$ cat src/rtl/slave_rd_data_ctrl_pkg.sv
// -----------------------------------------------------------------------------
// slave_rd_data_ctrl_pkg
//
// Shared AXI definitions for the slave read-data path: burst encodings,
// response codes, the read-controller FSM state type and a helper that
// classifies an incoming AR request as legal or not.
// -----------------------------------------------------------------------------
package slave_rd_data_ctrl_pkg;

    // AXI burst type encodings (ARBURST)
    typedef enum logic [1:0] {
        BURST_FIXED = 2'b00,
        BURST_INCR  = 2'b01,
        BURST_WRAP  = 2'b10,
        BURST_RSVD  = 2'b11
    } axi_burst_e;

    // AXI response encodings (RRESP)
    typedef enum logic [1:0] {
        RESP_OKAY   = 2'b00,
        RESP_EXOKAY = 2'b01,
        RESP_SLVERR = 2'b10,
        RESP_DECERR = 2'b11
    } axi_resp_e;

    // Read controller FSM states
    typedef enum logic {
        IDLE  = 1'b0,
        BURST = 1'b1
    } rd_state_e;

    // WRAP bursts are only legal with 2, 4, 8 or 16 beats.
    function automatic logic wrap_len_legal(input logic [7:0] len);
        return (len == 8'd1) || (len == 8'd3) || (len == 8'd7) || (len == 8'd15);
    endfunction

    // An AR request is answered with SLVERR on every beat when the burst type
    // is reserved, the beat size exceeds the data bus, or a WRAP length is
    // not one of the legal values.
    function automatic logic ar_is_error(
        input logic [1:0] burst,
        input logic [2:0] size,
        input logic [7:0] len,
        input logic [2:0] max_size
    );
        logic err;
        err = 1'b0;
        if (burst == BURST_RSVD)
            err = 1'b1;
        if (size > max_size)
            err = 1'b1;
        if ((burst == BURST_WRAP) && !wrap_len_legal(len))
            err = 1'b1;
        return err;
    endfunction

endpackage

$ cat src/rtl/slave_rd_data_fifo.sv
// -----------------------------------------------------------------------------
// slave_rd_data_fifo
//
// Single-clock show-ahead FIFO holding R beats between the memory read
// pipeline and the AXI R channel. The head entry is presented combinationally
// on rd_data whenever the FIFO is non-empty; when empty rd_data reads as zero
// so that downstream R fields are quiet between bursts and during reset.
// A write and a read in the same cycle while full both take effect.
//
// Ports:
//   clk      - clock, rising edge
//   rst      - asynchronous active-high reset (clears pointers and count)
//   wr_en    - push wr_data
//   wr_data  - entry to push
//   rd_en    - pop the head entry (ignored when empty)
//   rd_data  - head entry (zero when empty)
//   empty    - no entries stored
//   count    - number of entries stored (0..DEPTH)
// -----------------------------------------------------------------------------
module slave_rd_data_fifo #(
    parameter int WIDTH = 8,
    parameter int DEPTH = 4
) (
    input  logic                     clk,
    input  logic                     rst,
    input  logic                     wr_en,
    input  logic [WIDTH-1:0]         wr_data,
    input  logic                     rd_en,
    output logic [WIDTH-1:0]         rd_data,
    output logic                     empty,
    output logic [$clog2(DEPTH):0]   count
);

    localparam int PTR_W = $clog2(DEPTH);
    localparam logic [PTR_W:0] DEPTH_C = (PTR_W + 1)'(DEPTH);

    logic [WIDTH-1:0] mem_reg [DEPTH];
    logic [PTR_W-1:0] wr_ptr_reg;
    logic [PTR_W-1:0] rd_ptr_reg;
    logic [PTR_W:0]   count_reg;

    logic full;
    logic do_rd;
    logic do_wr;

    assign empty = (count_reg == '0);
    assign full  = (count_reg == DEPTH_C);
    assign count = count_reg;

    // A pop frees the slot being written, so a push at full is accepted
    // whenever a pop happens in the same cycle.
    assign do_rd = rd_en && !empty;
    assign do_wr = wr_en && (!full || do_rd);

    // Storage array: no reset, so it maps onto plain RAM/registers.
    always_ff @(posedge clk) begin
        if (do_wr)
            mem_reg[wr_ptr_reg] <= wr_data;
    end

    always_ff @(posedge clk or posedge rst) begin
        if (rst) begin
            wr_ptr_reg <= '0;
            rd_ptr_reg <= '0;
            count_reg  <= '0;
        end else begin
            if (do_wr)
                wr_ptr_reg <= wr_ptr_reg + PTR_W'(1);
            if (do_rd)
                rd_ptr_reg <= rd_ptr_reg + PTR_W'(1);
            unique case ({do_wr, do_rd})
                2'b10:   count_reg <= count_reg + (PTR_W + 1)'(1);
                2'b01:   count_reg <= count_reg - (PTR_W + 1)'(1);
                default: count_reg <= count_reg;
            endcase
        end
    end

    assign rd_data = empty ? '0 : mem_reg[rd_ptr_reg];

endmodule

$ cat src/rtl/slave_rd_data_ctrl.sv
// -----------------------------------------------------------------------------
// slave_rd_data_ctrl
//
// AXI slave read-data controller. Accepts one AR request at a time, walks the
// burst addresses (FIXED / INCR / WRAP), issues single-cycle read strobes to a
// local memory with a fixed 1-cycle read latency, and returns the data as R
// beats through a small beat buffer. Issue is throttled so the buffer can never
// overflow: a read is only issued when the buffer plus the read already in the
// memory pipeline leaves a free slot. Illegal requests still produce the full
// number of beats, all with SLVERR and zero data, without touching memory.
//
// Timing: AR handshake in cycle N, first read strobe in N+1, buffer write in
// N+2, s_rvalid in N+3. With s_rready high one beat per cycle is sustained,
// with a single idle cycle between bursts.
//
// Ports:
//   clk, rst                    - clock and asynchronous active-high reset
//   s_ar*                       - AXI read address channel (slave side)
//   s_r*                        - AXI read data channel (slave side)
//   mem_rd_en / mem_rd_addr     - local memory read strobe and byte address
//   mem_rd_data                 - local memory data, valid 1 cycle after strobe
// -----------------------------------------------------------------------------
module slave_rd_data_ctrl
    import slave_rd_data_ctrl_pkg::*;
#(
    parameter int ID_WIDTH   = 4,
    parameter int ADDR_WIDTH = 32,
    parameter int DATA_WIDTH = 32,
    parameter int FIFO_DEPTH = 4
) (
    input  logic                  clk,
    input  logic                  rst,
    input  logic [ID_WIDTH-1:0]   s_arid,
    input  logic [ADDR_WIDTH-1:0] s_araddr,
    input  logic [7:0]            s_arlen,
    input  logic [2:0]            s_arsize,
    input  logic [1:0]            s_arburst,
    input  logic                  s_arvalid,
    output logic                  s_arready,
    output logic [ID_WIDTH-1:0]   s_rid,
    output logic [DATA_WIDTH-1:0] s_rdata,
    output logic [1:0]            s_rresp,
    output logic                  s_rlast,
    output logic                  s_rvalid,
    input  logic                  s_rready,
    output logic                  mem_rd_en,
    output logic [ADDR_WIDTH-1:0] mem_rd_addr,
    input  logic [DATA_WIDTH-1:0] mem_rd_data
);

    localparam int ENTRY_W = ID_WIDTH + DATA_WIDTH + 3;
    localparam int CNT_W   = $clog2(FIFO_DEPTH) + 1;

    // Largest legal ARSIZE for this data bus width.
    localparam logic [2:0]     MAX_SIZE  = 3'($clog2(DATA_WIDTH / 8));
    localparam logic [CNT_W:0] DEPTH_LIM = (CNT_W + 1)'(FIFO_DEPTH);

    // ------------------------------------------------------------------
    // Burst context and FSM state
    // ------------------------------------------------------------------
    rd_state_e             state_reg;
    logic                  arready_reg;
    logic [ID_WIDTH-1:0]   id_reg;
    logic [ADDR_WIDTH-1:0] addr_reg;
    logic [7:0]            len_reg;
    logic [2:0]            size_reg;
    axi_burst_e            burst_reg;
    logic                  err_reg;
    logic [7:0]            cnt_reg;

    // Side information travelling alongside the read in the memory pipeline
    logic                  pipe_valid_reg;
    logic                  pipe_last_reg;
    logic                  pipe_err_reg;
    logic [ID_WIDTH-1:0]   pipe_id_reg;

    // ------------------------------------------------------------------
    // Beat buffer interface
    // ------------------------------------------------------------------
    logic [ENTRY_W-1:0]    fifo_wr_data;
    logic [ENTRY_W-1:0]    fifo_rd_data;
    logic                  fifo_empty;
    logic [CNT_W-1:0]      fifo_count;
    logic                  r_pop;

    logic [DATA_WIDTH-1:0] push_rdata;
    axi_resp_e             push_resp;

    // ------------------------------------------------------------------
    // Issue control
    // ------------------------------------------------------------------
    logic [CNT_W:0]        occ_next;
    logic                  room;
    logic                  issue;
    logic                  ar_err;

    logic [ADDR_WIDTH-1:0] beat_bytes;
    logic [ADDR_WIDTH-1:0] wrap_bytes;
    logic [ADDR_WIDTH-1:0] wrap_mask;
    logic [ADDR_WIDTH-1:0] addr_incr;
    logic [ADDR_WIDTH-1:0] addr_next;

    assign r_pop = s_rvalid && s_rready;

    // Slots that will be taken once this cycle settles: stored beats, plus the
    // read already in the memory pipeline, minus the beat leaving on R now.
    // r_pop implies fifo_count >= 1, so this never underflows.
    assign occ_next = {1'b0, fifo_count}
                    + {{CNT_W{1'b0}}, pipe_valid_reg}
                    - {{CNT_W{1'b0}}, r_pop};
    assign room     = (occ_next < DEPTH_LIM);

    // A beat is issued whenever there is room; erroneous bursts keep the same
    // pacing but never strobe the memory.
    assign issue     = (state_reg == BURST) && room;
    assign mem_rd_en = issue && !err_reg;
    assign mem_rd_addr = addr_reg;
    assign s_arready = arready_reg;

    assign ar_err = ar_is_error(s_arburst, s_arsize, s_arlen, MAX_SIZE);

    // Address sequencing. For WRAP the window is (len+1) beats wide and
    // aligned to its own size; only the bits inside the window advance.
    assign beat_bytes = ADDR_WIDTH'(1) << size_reg;
    assign wrap_bytes = (ADDR_WIDTH'(len_reg) + ADDR_WIDTH'(1)) << size_reg;
    assign wrap_mask  = wrap_bytes - ADDR_WIDTH'(1);
    assign addr_incr  = addr_reg + beat_bytes;

    always_comb begin
        addr_next = addr_reg;
        unique case (burst_reg)
            BURST_FIXED: addr_next = addr_reg;
            BURST_INCR:  addr_next = addr_incr;
            BURST_WRAP:  addr_next = (addr_reg & ~wrap_mask) | (addr_incr & wrap_mask);
            default:     addr_next = addr_reg;
        endcase
    end

    // ------------------------------------------------------------------
    // FSM, burst context and memory-pipeline side information
    // ------------------------------------------------------------------
    always_ff @(posedge clk or posedge rst) begin
        if (rst) begin
            state_reg      <= IDLE;
            arready_reg    <= 1'b1;
            id_reg         <= '0;
            addr_reg       <= '0;
            len_reg        <= '0;
            size_reg       <= '0;
            burst_reg      <= BURST_FIXED;
            err_reg        <= 1'b0;
            cnt_reg        <= '0;
            pipe_valid_reg <= 1'b0;
            pipe_last_reg  <= 1'b0;
            pipe_err_reg   <= 1'b0;
            pipe_id_reg    <= '0;
        end else begin
            // Capture everything the beat needs at issue time, because the
            // burst context may be overwritten by the next AR one cycle later.
            pipe_valid_reg <= issue;
            if (issue) begin
                pipe_last_reg <= (cnt_reg == 8'd0);
                pipe_err_reg  <= err_reg;
                pipe_id_reg   <= id_reg;
            end

            unique case (state_reg)
                IDLE: begin
                    if (s_arvalid) begin
                        id_reg      <= s_arid;
                        addr_reg    <= s_araddr;
                        len_reg     <= s_arlen;
                        size_reg    <= s_arsize;
                        burst_reg   <= axi_burst_e'(s_arburst);
                        err_reg     <= ar_err;
                        cnt_reg     <= s_arlen;
                        state_reg   <= BURST;
                        arready_reg <= 1'b0;
                    end
                end
                BURST: begin
                    if (issue) begin
                        addr_reg <= addr_next;
                        if (cnt_reg == 8'd0) begin
                            state_reg   <= IDLE;
                            arready_reg <= 1'b1;
                        end else begin
                            cnt_reg <= cnt_reg - 8'd1;
                        end
                    end
                end
                default: begin
                    state_reg   <= IDLE;
                    arready_reg <= 1'b1;
                end
            endcase
        end
    end

    // ------------------------------------------------------------------
    // Beat buffer
    // ------------------------------------------------------------------
    assign push_rdata   = pipe_err_reg ? '0 : mem_rd_data;
    assign push_resp    = pipe_err_reg ? RESP_SLVERR : RESP_OKAY;
    assign fifo_wr_data = {pipe_id_reg, push_rdata, push_resp, pipe_last_reg};

    slave_rd_data_fifo #(
        .WIDTH (ENTRY_W),
        .DEPTH (FIFO_DEPTH)
    ) u_fifo (
        .clk     (clk),
        .rst     (rst),
        .wr_en   (pipe_valid_reg),
        .wr_data (fifo_wr_data),
        .rd_en   (r_pop),
        .rd_data (fifo_rd_data),
        .empty   (fifo_empty),
        .count   (fifo_count)
    );

    // The buffer head drives R directly, so fields are stable while stalled
    // and read as zero whenever nothing is pending.
    assign s_rvalid = !fifo_empty;
    assign {s_rid, s_rdata, s_rresp, s_rlast} = fifo_rd_data;

endmodule
$ cat config.mk
export PLATFORM = sky130hd
export DESIGN_NAME = slave_rd_data_ctrl
export DESIGN_NICKNAME = d
export VERILOG_FILES = /design/src/rtl/slave_rd_data_ctrl_pkg.sv /design/src/rtl/slave_rd_data_fifo.sv /design/src/rtl/slave_rd_data_ctrl.sv
export SDC_FILE = /design/constraint.sdc
export NUM_CORES = 1
export LEC_CHECK = 0
export ABC_AREA = 1
export CAP_MARGIN = 30
export CORE_MARGIN = 2
export CORE_UTILIZATION = 51
export CTS_BUF_LIST = sky130_fd_sc_hd__clkbuf_8 sky130_fd_sc_hd__clkbuf_16
export DETAILED_ROUTE_END_ITERATION = 6
export PLACE_DENSITY = 0.84
export SETUP_SLACK_MARGIN = 0.02
export SYNTH_ARGS = -nofsm -noshare
export SYNTH_HDL_FRONTEND = slang
export SYNTH_SLANG_ARGS = --single-unit
$ cat constraint.sdc
create_clock -name clk -period 2.8 [get_ports clk]
set_input_delay 0.42 -clock clk [delete_from_list [all_inputs] [get_ports clk]]
set_output_delay 0.42 -clock clk [all_outputs]
set_load 0.005 [all_outputs]
==> impl_metrics.py, run 1 <==
metrics = {
    "status": {
        "outcome": "finished with violations",
        "violations": "design-rule violations, negative setup slack",
    },
    "finish": {
        "most_frequent_standard_cell_in_the_layout_excluding_fill_and_tap_cells": "sky130_fd_sc_hd__nand2_1",
        "antenna_cells_inserted": 0,
        "post-route-cell-area_um2": 15700,
        "area_growth_pct": 30.0,
        "fraction_of_final_layout_cells_sized_beyond_drive_strength_1_pct": 15.9,
        "filler_cell_count": 1743,
        "design.final.nets": 1727,
        "layout.cells.most_common_list": "sky130_fd_sc_hd__nand2_1, sky130_fd_sc_hd__nor2_1, sky130_fd_sc_hd__edfxtp_1",
        "final-seq-area_um2": 6420,
        "area_used_by_multi_input_combinational_logic_um2": 5200,
    },
    "timing": {
        "worst_slack_ns": -0.0941,
        "grt_setup_unrepaired": "true",
        "period_share_pct": 103,
        "final_worst_clock_skew_ns": 0.0114,
        "slew-limit-headroom_pct": 56.7,
        "finalHoldViolations": 0,
        "worst_pin_slew_ns": 0.650,
        "fmaxAchievable_mhz": 346,
        "setup_violations": 2,
        "number_of_slew_limit_violations_in_the_final_report": 0,
        "min_period_ns": 2.89,
        "fin_setup_tns_ns": -0.149,
    },
    "worst_setup_path": {
        "path_class": "reg -> out",
        "r2r.worst_path.cells": 20,
        "worstReg2RegStart": "size_reg[1]",
        "critPathLaunchType": "flop",
        "worst_setup_path_startpoint": "u_fifo.count[0]",
        "critPathCaptureType": "output port",
        "worst_ep_required_ns": 2.38,
        "cp_max_fo": 2,
        "worst_ep_arrival_time_ns": 2.47,
        "worst-r2r-setup-slack_ns": 0,
    },
    "clock_network": {
        "cts.path.max_buffers": 3,
        "clk_latency_ns": 0.50,
        "clock_tree.root_cell": "sky130_fd_sc_hd__clkbuf_16",
        "tritoncts.num_buffers": 23,
        "cts.sink_count": 226,
        "htreeDepth": 1,
        "clkTransAtPathRegs_ns": 0.06,
        "cts_tree": "done",
    },
    "logic_synthesis": {
        "yosys-mux-area-fraction_pct": 0.187,
        "synth_nets": 1518,
        "postSynth.asyncResetShare_pct": 32.7,
        "post_synth_inst_count": 1410,
        "synth.top_cells.by_area": "sky130_fd_sc_hd__edfxtp_1, sky130_fd_sc_hd__dfrtp_1, sky130_fd_sc_hd__nand2_1",
        "netlist-cell-type-count": 54,
        "synth_simple_gate_area_share_pct": 25.3,
        "synth.avg_cell_area_um2": 8.54,
        "post_synth_instance_area_um2": 12000,
        "synthAdderAreaFrac_pct": 2.51,
        "ys_seq_elements": 226,
        "synth_edf_count": 152,
        "dominant_combinational_cell_family_by_area_after_synthesis": "simple AND/OR/NAND/NOR gates",
        "synth_ff_type": "sky130_fd_sc_hd__edfxtp_1",
        "synth_seq_area_share_pct": 53.3,
        "synth_top_area_cell": "sky130_fd_sc_hd__edfxtp_1",
        "synth_area_in_xor_xnor_pct": 0.945,
        "yosys.area.top_type_share_pct": 37.9,
        "synth.yosys.warnings": 0,
        "synth_compound_gate_area_share_pct": 11.4,
    },
    "detailed_routing": {
        "viasPerCell": 5.44,
        "detailedRoute.firstPassIterationCount": 7,
        "dr.first_iter.drc_count": 842,
        "post_drt_wl_per_cell_um": 16.4,
        "post-route-drc-count": 25,
        "detail_route.wirelength_mm": 32.0,
        "route.antenna.remaining_nets": 0,
        "detailroute.via_count": 10600,
    },
    "global_routing": {
        "first_pass_grt_wire_length_mm": 50.4,
        "grt_start_max_net_pins": 43,
        "global_route.usage.total_pct": 25.2,
        "grt_overflow_total": 0,
        "grt_pass1_vias": 10200,
        "grt_antenna_before_repair": 0,
    },
    "placement": {
        "portBuffers": 157,
        "gp_routability_congestion": 0.993,
        "dp_hpwl_mm": 21.6,
        "dpl_cell_area_um2": 14400,
    },
    "pwr": {
        "irDropWorstVdd_mv": 0.512,
        "power_density_nw_per_um2": 1020,
        "p_leak_nw": 6.57,
    },
    "die": {
        "boundaryPins": 159,
        "die_height_um": 158,
        "initial_cell_density_of_the_core_pct": 51.6,
        "floorplan.core_area_um2": 23300,
        "total_die_area_um2": 24900,
        "row_count": 56,
        "die_w_um": 158,
    },
    "min_path": {
        "holdCritPathClass": "in -> async",
    },
    "run": {
        "cap_violations": 0,
    },
}
## worst max path at each step
stage,end,depth (start not counted)
finish,s_rvalid,13
global route,flop,20
CTS,s_rvalid,13
detailed placement,mem_rd_en,11
global placement,mem_rd_en,11
floorplan,flop,19
## cells by family (layout without fill, tap and decap cells)
kind of cell / after synthesis / count (layout)
simple gates: 695 / 695
compound gates: 253 / 253
flops: 226 / 226
buf+inv: 197 / 422
fa+ha+maj: 23 / 23
xor+xnor: 13 / 13
mux: 2 / 2
other cells: 1 / 1
## cell type report
class | instances | share of cell area [%]
Clock buffer | 27 | 4.10
Clock inverter | 14 | 0.759
Inverter | 135 | 3.32
Multi-Input combinational cell | 987 | 33.2
Sequential cell | 226 | 41.0
Tap cell | 319 | 2.55
Timing Repair Buffer | 246 | 15.1
## power by group
| group | internal, mW | switching [mW] | total (mW) |
|---|---|---|---|
| clock | 1.81 | 1.25 | 3.06 |
| combinational | 3.45 | 4.32 | 7.77 |
| sequential | 4.50 | 0.575 | 5.07 |
## routing by layer
| layer | up-vias | part of all wire, % | track usage (%) |
|---|---|---|---|
| li1 | 5105 | - | - |
| met1 | 5034 | 42 | 32.8 |
| met2 | 441 | 49 | 44.6 |
| met3 | 53 | 7.3 | 3.48 |
| met4 | 0 | 2.0 | 6.41 |
| met5 | - | 0 | 0 |
## cell usage after synthesis (2+ instances only)
| master | number |
|---|---|
| sky130_fd_sc_hd__ha_1 | 21 |
| sky130_fd_sc_hd__nand3_2 | 16 |
| sky130_fd_sc_hd__a21oi_1 | 72 |
| sky130_fd_sc_hd__nand3_1 | 59 |
| sky130_fd_sc_hd__nor3b_1 | 2 |
| sky130_fd_sc_hd__nor2_4 | 4 |
| sky130_fd_sc_hd__a22o_1 | 3 |
| sky130_fd_sc_hd__nor2_2 | 4 |
| sky130_fd_sc_hd__a31oi_1 | 8 |
| sky130_fd_sc_hd__o21ai_0 | 144 |
| sky130_fd_sc_hd__nor4_1 | 3 |
| sky130_fd_sc_hd__inv_2 | 8 |
| sky130_fd_sc_hd__o2111ai_1 | 2 |
| sky130_fd_sc_hd__o21ai_2 | 4 |
| sky130_fd_sc_hd__or2_2 | 6 |
| sky130_fd_sc_hd__buf_2 | 11 |
| sky130_fd_sc_hd__a22oi_1 | 2 |
| sky130_fd_sc_hd__fa_1 | 2 |
| sky130_fd_sc_hd__nand2_1 | 284 |
| sky130_fd_sc_hd__dfrtp_1 | 73 |
| sky130_fd_sc_hd__edfxtp_1 | 152 |
| sky130_fd_sc_hd__nand2_2 | 16 |
| sky130_fd_sc_hd__o21ai_1 | 2 |
| sky130_fd_sc_hd__o211ai_1 | 2 |
| sky130_fd_sc_hd__buf_1 | 7 |
| sky130_fd_sc_hd__nand4_1 | 18 |
| sky130_fd_sc_hd__mux2_2 | 2 |
| sky130_fd_sc_hd__nor3_1 | 11 |
| sky130_fd_sc_hd__nor2_1 | 262 |
| sky130_fd_sc_hd__clkbuf_1 | 43 |
| sky130_fd_sc_hd__inv_1 | 126 |
| sky130_fd_sc_hd__xnor2_1 | 3 |
| sky130_fd_sc_hd__o31ai_1 | 3 |
| sky130_fd_sc_hd__nand3_4 | 3 |
| sky130_fd_sc_hd__nand3b_1 | 2 |
| sky130_fd_sc_hd__xor2_1 | 10 |
| sky130_fd_sc_hd__o21a_1 | 3 |
## critical path, cell delays in order, from the launching register on
cell                      delay [ns]
sky130_fd_sc_hd__dfrtp_1        0.40
sky130_fd_sc_hd__nor2_2         0.17
sky130_fd_sc_hd__nand2_2        0.09
sky130_fd_sc_hd__buf_4          0.14
sky130_fd_sc_hd__buf_6          0.10
sky130_fd_sc_hd__buf_4          0.12
sky130_fd_sc_hd__buf_4          0.12
sky130_fd_sc_hd__buf_4          0.12
sky130_fd_sc_hd__buf_4          0.12
sky130_fd_sc_hd__buf_4          0.12
sky130_fd_sc_hd__buf_4          0.12
sky130_fd_sc_hd__buf_4          0.13
sky130_fd_sc_hd__buf_4          0.13
sky130_fd_sc_hd__buf_6          0.11
## through the flow
stage	util [%]	cells	power, mW	setup WS (ns)	hold WS, ns
2_1_floorplan	-	1410	9.08	0.0234	0.442
3_3_place_gp	61.5	1891	11.9	-0.275	0.458
3_5_place_dp	61.5	1891	12.2	-0.330	0.469
4_1_cts	65.7	1948	15.7	0.0108	0.326
5_1_grt	67.1	1954	17.0	-0.182	0.360
6_report	67.1	1954	15.9	-0.0941	0.314
## timing repair
item                       CTS  global route
hold buffers                 0             0
setup endpoints to repair   38            70
pin swaps                   18            38
setup buffers               18             9
gates resized for setup     41            73
(Power assumes the default switching activity.)
==> run 2: changes to the inputs <==
--- a/config.mk
+++ b/config.mk
@@ -8,10 +8,10 @@
 export ABC_AREA = 1
 export CAP_MARGIN = 30
 export CORE_MARGIN = 2
-export CORE_UTILIZATION = 51
+export CORE_UTILIZATION = 56
 export CTS_BUF_LIST = sky130_fd_sc_hd__clkbuf_8 sky130_fd_sc_hd__clkbuf_16
 export DETAILED_ROUTE_END_ITERATION = 6
-export PLACE_DENSITY = 0.84
+export PLACE_DENSITY = 0.87
 export SETUP_SLACK_MARGIN = 0.02
 export SYNTH_ARGS = -nofsm -noshare
 export SYNTH_HDL_FRONTEND = slang
==> constraint.sdc (replaced) <==
create_clock -name clk -period 2.93 [get_ports clk]
set_input_delay 0.586 -clock clk [delete_from_list [all_inputs] [get_ports clk]]
set_output_delay 0.586 -clock clk [all_outputs]
set_load 0.005 [all_outputs]
==> impl_metrics.py, run 2 (same netlist as run 1, synthesis figures left out) <==
metrics = {
    "clock_network": {
        "cts.sink_count": 226,
        "tritoncts.num_buffers": 23,
        "htreeDepth": 1,
        "clock_tree.root_cell": "sky130_fd_sc_hd__clkbuf_16",
        "clkTransAtPathRegs_ns": 0.06,
        "cts_tree": "done",
        "cts.path.max_buffers": 3,
        "cts_hold_buffers": 0,
        "clk_latency_ns": 0.50,
    },
    "status": {
        "outcome": "finished with violations",
        "violations": "negative setup slack",
    },
    "finish": {
        "design.final.nets": 1731,
        "post-route-cell-area_um2": 15600,
        "fraction_of_final_layout_cells_sized_beyond_drive_strength_1_pct": 15.6,
        "layout.cells.most_common_list": "sky130_fd_sc_hd__nand2_1, sky130_fd_sc_hd__nor2_1, sky130_fd_sc_hd__clkdlybuf4s50_1",
        "filler_cell_count": 1398,
        "final-seq-area_um2": 6420,
        "instances_no_fill": 1915,
        "area_growth_pct": 29.5,
        "area_used_by_multi_input_combinational_logic_um2": 5190,
        "most_frequent_standard_cell_in_the_layout_excluding_fill_and_tap_cells": "sky130_fd_sc_hd__nand2_1",
        "post-route-util_pct": 74.0,
    },
    "worst_setup_path": {
        "worst_ep_arrival_time_ns": 2.39,
        "cp_max_fo": 2,
        "r2r.worst_path.cells": 15,
        "list_of_cells_traversed_by_the_critical_path": "nor2_4, nand2_2, inv_2, nor2_2, ha_2, inv_2, ha_4, a31oi_4, xor2_1, nand3_1, nor2_2, buf_2",
        "crit_path_top_delay_cell": "sky130_fd_sc_hd__dfrtp_1",
        "critPathLaunchType": "flop",
        "worstReg2RegStart": "u_fifo.count[0]",
        "path_class": "reg -> out",
        "worst_ep_required_ns": 2.34,
        "critPathCaptureType": "output port",
        "r2r_end": "u_fifo.mem_reg[1][24]",
        "worst-r2r-setup-slack_ns": 0.13,
        "critPathMaxStageDelay_ns": 0.42,
    },
    "pwr": {
        "irDropWorstVdd_mv": 0.492,
        "combinationalPowerShare_pct": 50.6,
        "p_leak_nw": 6.50,
        "pwr-share-seq_pct": 31.6,
        "switching_share_pct": 39.3,
        "clock_power_share_pct": 17.8,
        "power_density_nw_per_um2": 988,
        "internal-power_mw": 9.37,
        "power.net_switching_mw": 6.05,
    },
    "global_routing": {
        "grt_pass1_vias": 10700,
        "grt_antenna_before_repair": 1,
        "grt_start_max_net_pins": 43,
        "grt_overflow_total": 0,
        "global_route.usage.total_pct": 28.6,
        "first_pass_grt_wire_length_mm": 51.2,
    },
    "timing": {
        "min_period_ns": 2.97,
        "finalHoldViolations": 0,
        "slew-limit-headroom_pct": 57.1,
        "worst_pin_slew_ns": 0.643,
        "period_share_pct": 101,
        "fmaxAchievable_mhz": 336,
        "setup_violations": 2,
        "final_worst_clock_skew_ns": 0.0143,
        "worst_slack_ns": -0.0424,
        "grt_setup_unrepaired": "true",
        "number_of_slew_limit_violations_in_the_final_report": 0,
    },
    "die": {
        "boundaryPins": 159,
        "initial_cell_density_of_the_core_pct": 57.1,
        "total_die_area_um2": 22700,
        "floorplan.core_area_um2": 21100,
        "die_w_um": 151,
        "die_height_um": 151,
        "row_count": 53,
    },
    "detailed_routing": {
        "dr.first_iter.drc_count": 1063,
        "post-route-drc-count": 0,
        "detailedRoute.firstPassIterationCount": 6,
        "post_drt_wl_per_cell_um": 17.4,
        "detailroute.via_count": 11000,
        "route.antenna.remaining_nets": 0,
        "viasPerCell": 5.75,
        "detail_route.wirelength_mm": 33.3,
    },
    "run": {
        "cap_violations": 0,
    },
    "placement": {
        "dp_hpwl_mm": 21.0,
        "gp_routability_congestion": 0.937,
        "portBuffers": 157,
        "dpl_cells": 1838,
        "dpl_cell_area_um2": 14300,
    },
    "min_path": {
        "holdCritPathClass": "reg -> reg",
        "source_of_the_worst_hold_timing_path": "s_arready",
        "whs_endpoint": "s_arready",
        "hold_path_depth": 2,
    },
}
[run 2: changes by cell type in the layout (fill, tap and decap cells not counted), moves of 5 or more]
cell                              delta
sky130_fd_sc_hd__clkdlybuf4s50_1     +7
sky130_fd_sc_hd__buf_4               +5
sky130_fd_sc_hd__dlymetal6s2s_1      -6
sky130_fd_sc_hd__a21oi_1             -7
sky130_fd_sc_hd__buf_6               -7
[run 2: metal layers]
| metal | up-vias | track usage (%) | wire length (um) |
|---|---|---|---|
| met2 | 577 | 51.1 | 16800 |
| li1 | 5110 | - | - |
| met3 | 95 | 4.58 | 2960 |
| met4 | 0 | 10.6 | 988 |
| met5 | - | 0 | 0 |
| met1 | 5231 | 34.8 | 12500 |
[run 2: power by group through the flow]
stage	registers, mW	logic, mW	clock network, mW
after floorplan	4.71	3.96	0
after global placement	4.85	6.55	0
after detailed placement	4.87	6.82	0
after CTS	4.81	7.33	2.77
after global routing	4.93	8.53	2.88
final	4.87	7.81	2.74
[run 2: how the worst max path moves through the flow]
stage / startpoint / endpoint / slack [ns] / cells after the start
global route: u_fifo.count[0] / mem_rd_en / -0.18 / 12
floorplan: s_rready / u_fifo.mem_reg[0][0] / 0.01 / 4
finish: u_fifo.count[0] / mem_rd_en / -0.04 / 12
CTS: u_fifo.count[1] / mem_rd_en / -0.002 / 12
detailed placement: s_rready / mem_rd_en / -0.49 / 11
global placement: s_rready / mem_rd_en / -0.43 / 11
[run 2: what timing repair did]
action,in CTS,in global routing
endpoints found under the setup margin,33,37
pin swaps,9,18
gates cloned,1,0
resized for setup,23,77
setup buffers,21,13
[run 2: critical path, delay by kind of cell (launching register included)]
kind                       cells  cell delay [ns]
xor gates and xnor gates       1             0.16
and+or+nand+nor                5             0.50
adders and majority gates      2             0.39
DFF                            1             0.42
AOI/OAI and AO/OA              1             0.14
buffers and inverters          3             0.30
[run 2: cell type report]
type | count | share of cell area, %
multi-input combinational | 987 | 33.3
timing repair buffer | 250 | 15.5
clock buffer | 24 | 3.78
antenna | 1 | 0.0160
tap | 275 | 2.21
inverter | 135 | 3.31
clock inverter | 17 | 0.730
sequential | 226 | 41.2
[run 2: metrics by stage]
| step | hold WS, ns | total power [mW] | TNS [ns] | worst slack (ns) |
|---|---|---|---|---|
| after floorplan | 0.442 | 8.67 | 0 | 0.0112 |
| after global placement | 0.460 | 11.4 | -9.95 | -0.426 |
| after detailed placement | 0.460 | 11.7 | -13.23 | -0.488 |
| after CTS | 0.478 | 14.9 | -0.00245 | -0.00245 |
| after global routing | 0.514 | 16.3 | -0.407 | -0.182 |
| final | 0.475 | 15.4 | -0.0432 | -0.0424 |
==> run 3: changes to the inputs <==
--- a/config.mk
+++ b/config.mk
@@ -6,6 +6,7 @@
 export NUM_CORES = 1
 export LEC_CHECK = 0
 export ABC_AREA = 1
+export ABC_CLOCK_PERIOD_IN_PS = 3030
 export CAP_MARGIN = 30
 export CORE_MARGIN = 2
 export CORE_UTILIZATION = 56
==> constraint.sdc (replaced) <==
create_clock -name clk -period 3.03 [get_ports clk]
set_input_delay 0.606 -clock clk [delete_from_list [all_inputs] [get_ports clk]]
set_output_delay 0.606 -clock clk [all_outputs]
set_load 0.005 [all_outputs]
==> impl_metrics.py, run 3 (same netlist as run 1, synthesis figures left out) <==
metrics = {
    "placement": {
        "dpl_cells": 1825,
        "portBuffers": 157,
        "gp_routability_congestion": 0.943,
        "preCtsSetupSlack_ns": -0.435,
        "dp_hpwl_mm": 21.0,
        "dpl_cell_area_um2": 14200,
    },
    "die": {
        "floorplan.core_area_um2": 21100,
        "row_count": 53,
        "boundaryPins": 159,
        "initial_cell_density_of_the_core_pct": 57.1,
        "die_height_um": 151,
        "total_die_area_um2": 22700,
        "die_w_um": 151,
    },
    "detailed_routing": {
        "post_drt_wl_per_cell_um": 16.9,
        "detailedRoute.firstPassIterationCount": 5,
        "detail_route.wirelength_mm": 31.7,
        "detailroute.via_count": 10600,
        "dr.first_iter.drc_count": 997,
        "viasPerCell": 5.61,
        "post-route-drc-count": 0,
        "route.antenna.remaining_nets": 0,
    },
    "global_routing": {
        "grt_antenna_before_repair": 0,
        "first_pass_grt_wire_length_mm": 49.7,
        "grt_overflow_total": 0,
        "grt_pass1_vias": 10100,
        "global_route.usage.total_pct": 27.5,
        "grt_start_max_net_pins": 53,
    },
    "finish": {
        "post-route-cell-area_um2": 15200,
        "antenna_cells_inserted": 0,
        "most_frequent_standard_cell_in_the_layout_excluding_fill_and_tap_cells": "sky130_fd_sc_hd__nand2_1",
        "post-route-util_pct": 71.8,
        "instances_no_fill": 1880,
        "layout.cells.most_common_list": "sky130_fd_sc_hd__nand2_1, sky130_fd_sc_hd__nor2_1, sky130_fd_sc_hd__clkdlybuf4s50_1",
        "fraction_of_final_layout_cells_sized_beyond_drive_strength_1_pct": 12.6,
        "area_growth_pct": 25.8,
        "design.final.nets": 1697,
        "filler_cell_count": 1482,
    },
    "worst_setup_path": {
        "worst_path_dominant_cell_family": "simple AND/OR/NAND/NOR gates",
        "list_of_cells_traversed_by_the_critical_path": "nor2_2, nand2_2, inv_2, nor2_2, ha_2, inv_2, ha_4, a31oi_4, xor2_2, nand3_2, nor2_2, buf_2",
        "crit_path_top_delay_cell": "sky130_fd_sc_hd__dfrtp_1",
        "worst_ep_required_ns": 2.42,
        "critPathMaxStageDelay_ns": 0.40,
        "critPathLaunchType": "flop",
        "cp.buffers_inverters": 3,
        "path_class": "reg -> out",
        "cp_max_fo": 2,
        "worst_ep_arrival_time_ns": 2.44,
        "critPathCaptureType": "output port",
        "crit_top_cell": "sky130_fd_sc_hd__nor2_2",
    },
    "pwr": {
        "p_leak_nw": 6.30,
        "power_density_nw_per_um2": 950,
        "report.power.total_mw": 14.4,
        "irDropWorstVdd_mv": 0.434,
    },
    "clock_network": {
        "cts_hold_buffers": 0,
        "tritoncts.num_buffers": 23,
        "cts.path.max_buffers": 3,
        "clkTransAtPathRegs_ns": 0.07,
        "clock_tree.root_cell": "sky130_fd_sc_hd__clkbuf_16",
        "cts.sink_count": 226,
        "clk_latency_ns": 0.50,
        "htreeDepth": 1,
        "cts_tree": "done",
    },
    "timing": {
        "grt_setup_unrepaired": "true",
        "fmaxAchievable_mhz": 328,
        "worst_slack_ns": -0.0205,
        "min_period_ns": 3.05,
        "final_worst_clock_skew_ns": 0.0139,
        "number_of_slew_limit_violations_in_the_final_report": 0,
        "timing.hold.ws_ns": 0.475,
        "fin_setup_tns_ns": -0.0205,
        "finalHoldViolations": 0,
        "worst_pin_slew_ns": 0.594,
        "period_share_pct": 101,
        "setup_violations": 1,
        "slew-limit-headroom_pct": 60.4,
    },
    "run": {
        "cap_violations": 0,
    },
    "status": {
        "violations": "negative setup slack",
        "outcome": "finished with violations",
    },
    "min_path": {
        "holdCritPathClass": "reg -> reg",
    },
}
==> run 3: worst paths after layout <==
check	start	end	slack [ns]	depth (start not counted)
max in group asynchronous	rst	len_reg[1]	1.98	3
hold / removal	s_arready	s_arready	0.48	2
min in group asynchronous	rst	async pin	0.53	3
setup reg to reg	u_fifo.count[1]	flop	0.13	19
setup / recovery	u_fifo.count[1]	mem_rd_en	-0.02	12
hold reg to reg	s_arready	s_arready	0.48	2
==> run 3: layout make-up <==
| cell class | instances | area [um2] | share of cell area [%] |
|---|---|---|---|
| Sequential cell | 226 | 6420 | 42.4 |
| Timing Repair Buffer | 216 | 2110 | 13.9 |
| Clock buffer | 24 | 589 | 3.89 |
| Clock inverter | 17 | 134 | 0.884 |
| Inverter | 135 | 509 | 3.36 |
| Multi-Input combinational cell | 987 | 5050 | 33.3 |
| Tap cell | 275 | 344 | 2.27 |
==> run 3: routing by layer <==
metal,vias up,wire length [um],GRT usage [%]
li1,5035,-,-
met1,4934,12300,35.4
met2,521,16000,48.5
met3,66,2670,3.55
met4,0,714,8.32
met5,-,0,0
==> run 3: worst reg2reg max path, stage by stage, from the launching register on <==
cell                      delay, ns
sky130_fd_sc_hd__dfrtp_1       0.40
sky130_fd_sc_hd__nor2_2        0.18
sky130_fd_sc_hd__nand2_2       0.09
sky130_fd_sc_hd__inv_2         0.07
sky130_fd_sc_hd__nor2_2        0.04
sky130_fd_sc_hd__ha_2          0.17
sky130_fd_sc_hd__inv_2         0.07
sky130_fd_sc_hd__ha_4          0.20
sky130_fd_sc_hd__a31oi_4       0.16
sky130_fd_sc_hd__xor2_2        0.18
sky130_fd_sc_hd__nand3_2       0.12
sky130_fd_sc_hd__buf_6         0.17
sky130_fd_sc_hd__inv_1         0.09
sky130_fd_sc_hd__o21ai_0       0.10
sky130_fd_sc_hd__nand2_2       0.17
sky130_fd_sc_hd__buf_4         0.17
sky130_fd_sc_hd__buf_4         0.13
sky130_fd_sc_hd__nand2_4       0.08
sky130_fd_sc_hd__inv_2         0.09
sky130_fd_sc_hd__o21ai_0       0.07
==> run 3: repair_timing <==
action | CTS | global route
resized for setup | 8 | 37
pin swaps | 6 | 8
hold endpoints to repair | 0 | 0
setup buffers | 10 | 4
setup endpoints to repair | 2 | 42
==> run 3: power by group <==
part	switching (mW)	internal [mW]
clock	1.14	1.57
combinational	3.95	3.05
sequential	0.518	4.16
total	5.62	8.78
